## src/rtl/scancode_pkg.sv

```systemverilog
// Shared types and constants for the scancode-to-display controller.
// Included by every module of the block through a package import.
package scancode_pkg;

    typedef enum logic {
        ST_IDLE,
        ST_SWEEP
    } state_t;

    localparam logic [7:0] BREAK_CODE = 8'hF0;
    localparam logic [7:0] EXT_CODE   = 8'hE0;

    // Address width for a digit index; never narrower than one bit.
    function automatic int addr_w(input int n);
        int w;
        w = 1;
        while ((1 << w) < n) w++;
        return w;
    endfunction

endpackage

```

## src/rtl/rise_det.sv

```systemverilog
// Registered rising-edge detector for a level signal.
// One pulse per low-to-high transition, however long the level holds.
module rise_det (
    input  logic clk,
    input  logic rst_n,
    input  logic level,
    output logic rise
);

    logic prev_level;

    // Remember the level seen at the previous edge.
    always_ff @(posedge clk or negedge rst_n) begin
        if (!rst_n) prev_level <= 1'b0;
        else        prev_level <= level;
    end

    assign rise = level & ~prev_level;

endmodule

```

## src/rtl/scancode_disp_ctrl.sv

```systemverilog
// Scancode history keeper that sweeps hex digits into a display buffer.
// Filters break codes, buffers one byte during a sweep, reports drops.
module scancode_disp_ctrl
    import scancode_pkg::*;
#(
    parameter  int NUM_DIGITS   = 4,
    parameter  int FILTER_BREAK = 1,
    parameter  int COUNT_W      = 8,
    localparam int AW           = addr_w(NUM_DIGITS)
) (
    input  logic               reloj,
    input  logic               reset,
    input  logic [7:0]         scan_code,
    input  logic               scan_valid,
    input  logic               clear,
    output logic               wr_en,
    output logic [AW-1:0]      wr_addr,
    output logic [3:0]         wr_nibble,
    output logic               busy,
    output logic               drop,
    output logic [COUNT_W-1:0] key_count
);

    localparam int HW = NUM_DIGITS * 4;
    localparam logic [AW-1:0] LAST = AW'(NUM_DIGITS - 1);

    state_t               state_q, state_d;
    logic [AW-1:0]        idx_q, idx_d;
    logic [HW-1:0]        hist_q, hist_d;
    logic [COUNT_W-1:0]   cnt_d;
    logic                 brk_q, brk_d;
    logic                 bpend_q, bpend_d;
    logic                 cpend_q, cpend_d;
    logic [7:0]           pcode_q, pcode_d;
    logic                 wr_en_d, busy_d, drop_d;
    logic [AW-1:0]        wr_addr_d;
    logic [3:0]           wr_nibble_d;
    logic                 rise;
    logic                 ev;

    rise_det u_rise (
        .clk   (reloj),
        .rst_n (reset),
        .level (scan_valid),
        .rise  (rise)
    );

    // Qualify each new byte, then decide history, pending slot and outputs.
    always_comb begin
        state_d     = state_q;
        idx_d       = idx_q;
        hist_d      = hist_q;
        cnt_d       = key_count;
        brk_d       = brk_q;
        bpend_d     = bpend_q;
        cpend_d     = cpend_q;
        pcode_d     = pcode_q;
        wr_en_d     = 1'b0;
        busy_d      = 1'b0;
        drop_d      = 1'b0;
        wr_addr_d   = wr_addr;
        wr_nibble_d = wr_nibble;
        ev          = 1'b0;

        if (rise) begin
            if (FILTER_BREAK != 0 && scan_code == BREAK_CODE) brk_d = 1'b1;
            else if (FILTER_BREAK != 0 && brk_q)              brk_d = 1'b0;
            else                                              ev    = 1'b1;
        end

        unique case (state_q)
            ST_IDLE: begin
                if (clear) begin
                    hist_d  = '0;
                    cnt_d   = '0;
                    brk_d   = 1'b0;
                    drop_d  = ev;
                    idx_d   = '0;
                    state_d = ST_SWEEP;
                end else if (ev) begin
                    hist_d  = (hist_q << 8) | HW'(scan_code);
                    cnt_d   = key_count + COUNT_W'(1);
                    idx_d   = '0;
                    state_d = ST_SWEEP;
                end
            end
            ST_SWEEP: begin
                wr_en_d     = 1'b1;
                busy_d      = 1'b1;
                wr_addr_d   = idx_q;
                wr_nibble_d = 4'(hist_q >> {idx_q, 2'b00});
                idx_d       = idx_q + AW'(1);

                if (clear) begin
                    drop_d  = bpend_q;
                    bpend_d = 1'b0;
                    cpend_d = 1'b1;
                end
                if (ev) begin
                    if (cpend_d) begin
                        drop_d = 1'b1;
                    end else begin
                        drop_d  = bpend_d;
                        bpend_d = 1'b1;
                        pcode_d = scan_code;
                    end
                end

                if (idx_q == LAST) begin
                    idx_d = '0;
                    if (cpend_d) begin
                        hist_d  = '0;
                        cnt_d   = '0;
                        brk_d   = 1'b0;
                        cpend_d = 1'b0;
                    end else if (bpend_d) begin
                        hist_d  = (hist_q << 8) | HW'(pcode_d);
                        cnt_d   = key_count + COUNT_W'(1);
                        bpend_d = 1'b0;
                    end else begin
                        state_d = ST_IDLE;
                    end
                end
            end
            default: state_d = ST_IDLE;
        endcase
    end

    // State and registered outputs; reset starts a refresh sweep of zeros.
    always_ff @(posedge reloj or negedge reset) begin
        if (!reset) begin
            state_q   <= ST_SWEEP;
            idx_q     <= '0;
            hist_q    <= '0;
            key_count <= '0;
            brk_q     <= 1'b0;
            bpend_q   <= 1'b0;
            cpend_q   <= 1'b0;
            pcode_q   <= '0;
            wr_en     <= 1'b0;
            wr_addr   <= '0;
            wr_nibble <= '0;
            busy      <= 1'b0;
            drop      <= 1'b0;
        end else begin
            state_q   <= state_d;
            idx_q     <= idx_d;
            hist_q    <= hist_d;
            key_count <= cnt_d;
            brk_q     <= brk_d;
            bpend_q   <= bpend_d;
            cpend_q   <= cpend_d;
            pcode_q   <= pcode_d;
            wr_en     <= wr_en_d;
            wr_addr   <= wr_addr_d;
            wr_nibble <= wr_nibble_d;
            busy      <= busy_d;
            drop      <= drop_d;
        end
    end

endmodule

```

## config.mk

```make
export PLATFORM = sky130hd
export DESIGN_NAME = scancode_disp_ctrl
export DESIGN_NICKNAME = d
export VERILOG_FILES = /design/src/rtl/scancode_pkg.sv /design/src/rtl/rise_det.sv /design/src/rtl/scancode_disp_ctrl.sv
export SDC_FILE = /design/constraint.sdc
export NUM_CORES = 1
export LEC_CHECK = 0
export CAP_MARGIN = 20
export CORE_UTILIZATION = 41
export DETAILED_ROUTE_END_ITERATION = 10
export SETUP_SLACK_MARGIN = 0.02
export SYNTH_ARGS = -nofsm -noshare
export SYNTH_HDL_FRONTEND = slang
export SYNTH_SLANG_ARGS = --single-unit
```

## constraint.sdc

```tcl
create_clock -name reloj -period 2.1 [get_ports reloj]
set_clock_uncertainty 0.1 [all_clocks]
set_input_delay 0.525 -clock reloj [delete_from_list [all_inputs] [get_ports reloj]]
set_output_delay 0.525 -clock reloj [all_outputs]
set_load 0.02 [all_outputs]
```

==> flow_summary_export.csv <==
group,metric,value,unit
run_status,outcome,"finished clean",
place,dpl.hpwl,3590,um
synth,avgSynthCellArea,11.4,um2
drt,vias,1748,
setup_path,critPathKind,"in2reg",
floorplanning,die_x,77.5,um
pwr,p_int,2.40,mW
timing,rsz0062_at_grt,"no",
finish,fin_area,0.00304,mm2
floorplanning,start_util,42.4,%
pwr,p_clk_share,15.5,%
drt,drc,0,
floorplanning,num_rows,27,
timing,slew_headroom,68.5,%
setup_path,setup.worst_path.start,"scan_code[6]",
timing,finalCritPeriodShare,96.6,%
synth,ys_seq_elements,47,
synth,syn_nets,218,
setup_path,startpoint_type,"input pin",
synth,yosys_warnings,0,
drt,wirelength,4940,um
global_route,antenna_found_initial,0,
timing,finalHoldViolations,0,
global_route,grt_pass1_vias,1675,
setup_path,worstSetupEndpointType,"flip-flop",
clocking,htree_levels,2,
setup_path,reg2reg_slack,0.20,ns
finish,final_cell_mix,"46 x dfrtp_1, 30 x buf_4, 21 x clkdlybuf4s50_1, 17 x nand2_1, 16 x mux2_2",
synth,syn_inst,204,
floorplanning,die_area,0.00600,mm2
clocking,clockBufferDepth,2,
floorplanning,coreArea,0.00551,mm2
place,place_area,0.00288,mm2
pwr,switching_power,1.32,mW
pwr,power_density,1230,mW/mm2
setup_path,worstPathArrival,2.12,ns
timing,slew_violations,0,
synth,async_flop_share,100,%
setup_path,reg2reg_from,"u_rise.prev_level",
floorplanning,die_h,77.5,um
clocking,cts_tree,"built",
setup_path,crit_chain,"clkdlybuf4s50_1 -> and4_2 -> a21o_4 -> a31oi_4 -> buf_12 -> mux2_2",
drt,vias_per_cell,5.23,
global_route,groute.usage.overall,18.1,%
timing,fin_setup_tns,0,ns
finish,fill_cells,478,
global_route,grt_pass1_wl,8310,um
synth,ys_seq_area_share,50.4,%
global_route,grt_max_degree,29,
setup_path,reg2reg_to,"hist_q[2]",
drt,drtAntennaViolNets,0,
place,dp_slack,-0.433,ns
pwr,vdd_drop_max,551,uV
pwr,pwr-share-comb,46.0,%
place,portBuffers,28,
setup_path,endpoint,"hist_q[2]",
clocking,clk_latency,0.30,ns
timing,clock.fmax,493,MHz
finish,drive_above_1_share,29.0,%
setup_path,cpPeakStageDelay,0.42,ns
timing,fin_crit,2.03,ns
job,drv_cap,0,
clocking,path_clk_slew,0.09,ns
synth,yosys.cell_types.count,40,
hold_path,hp-class,"in2async",
finish,nets,275,
drt,drt_pass1_iterations,4,
synth,synth_edf_count,0,
clocking,cts.sinks,47,
finish,antenna_cells,0,
setup_path,required,2.19,ns
place,globalplace.congestion,0.832,
floorplanning,ios,29,
global_route,grt-ovfl-total,0,
finish,final_common_cell,"dfrtp_1",
clocking,cts_made_buffers,5,
setup_path,cp_max_fo,5,
clocking,clock-root-buffer,"clkbuf_8",
setup_path,worstRegToRegCells,5,
setup_path,crit_slowest_cell,"clkdlybuf4s50_1",
drt,drt_iter0_drc,64,
timing,worst_slack,0.0723,ns
pwr,p_leak,1.33,nW
pwr,seqPwrFrac,38.4,%
timing,finalSetupViolations,0,
synth,synth_area,0.00233,mm2
synth,synthFlopType,"dfrtp_1",
drt,wl_per_cell,14.8,um
timing,max_slew.worst_pin.slew,0.472,ns
finish,area_growth,30.1,%
pwr,switching_share,35.4,%
[final cells by class]
class | instances | area [um2] | share of cell area, %
sequential | 47 | 1180 | 38.8
clock inverter | 2 | 16.3 | 0.536
tap | 72 | 90.1 | 2.97
clock buffer | 6 | 82.6 | 2.72
timing repair buffer | 63 | 587 | 19.3
inverter | 15 | 56.3 | 1.85
multi-input combinational | 129 | 1030 | 33.8
[critical path, delay by kind of cell]
family / cells / cell delay, ns
buffers and inverters: 2 / 0.56
AO/OA/AOI/OAI: 2 / 0.44
multiplexers: 1 / 0.32
AND/OR/NAND/NOR: 1 / 0.28
[cell families after synthesis]
logic type | count (synthesis) | synth area share [%]
AO/OA/AOI/OAI | 48 | 15.1
multiplexers | 31 | 16.4
flip-flops | 47 | 50.4
AND/OR/NAND/NOR | 48 | 11.1
buffers and inverters | 28 | 5.95
adder cells (fa/ha/maj) | 2 | 1.07
[registers in the layout, summed over array words and instances, names as in the netlist]
name and cells:
idx_q 2, pcode_q 8, u_rise.prev_level 1, bpend_q 1, cpend_q 1, key_count 8, state_q 1, wr_addr 2
busy 1, hist_q 16, drop 1, wr_nibble 4, brk_q 1
[power by group through the flow]
stage | logic [mW] | registers [mW] | clock network, mW
after floorplan | 1.03 | 1.46 | 0
after global placement | 1.60 | 1.44 | 0
after detailed placement | 1.62 | 1.45 | 0
after CTS | 1.72 | 1.43 | 0.599
after global routing | 1.87 | 1.47 | 0.636
final | 1.71 | 1.43 | 0.579
[synthesized netlist by cell type, types with 2 or more instances]
cell | instances | area, um2
a31oi_1 | 5 | 31.3
mux2_2 | 18 | 203
clkbuf_1 | 5 | 18.8
a21oi_1 | 9 | 45.0
mux2i_1 | 9 | 90.1
ha_1 | 2 | 25.0
o21ai_0 | 11 | 55.1
o22ai_1 | 2 | 12.5
mux4_2 | 4 | 90.1
o211ai_1 | 5 | 37.5
nand3_1 | 8 | 40.0
nand2_1 | 17 | 63.8
buf_2 | 3 | 15.0
nor3_1 | 7 | 35.0
buf_4 | 2 | 15.0
buf_6 | 3 | 33.8
nor2_1 | 5 | 18.8
inv_1 | 13 | 48.8
dfrtp_1 | 46 | 1150
a32o_1 | 10 | 100
[through the flow]
step	util [%]	power [mW]	hold slack, ns	std cells
final	55.1	3.72	0.0692	334
after CTS	55.0	3.75	0.0807	334
after global placement	52.4	3.04	0.310	323
after detailed placement	52.4	3.06	0.308	323
after floorplan	-	2.49	0.129	204
after global routing	55.1	3.98	0.0965	334
[what timing repair did]
action                                  CTS  global route
hold endpoints to repair                  0             0
buffers inserted                          3             0
hold buffers                              0             0
endpoints found under the setup margin   24            26
gates resized for setup                   7             5
pin swaps                                 1             1
gates cloned                              0             0
[worst min-delay path by stage]
stage               slack, ns     from        end
floorplan                0.13    reset    bpend_q
global placement         0.31  state_q       busy
detailed placement       0.31  state_q       busy
CTS                      0.08    reset  hist_q[2]
global route              0.1    reset  hist_q[3]
finish                   0.07    reset      brk_q
[per-layer routing]
metal / GRT usage, % / vias up / wire length, um
met3: 3.53 / 9 / 132
met2: 28.8 / 32 / 2350
met1: 24.3 / 845 / 2370
li1: - / 862 / -
met4: 6.79 / 0 / 89
met5: 0 / - / 0
No activity file was read; power rests on OpenSTA's default activity.
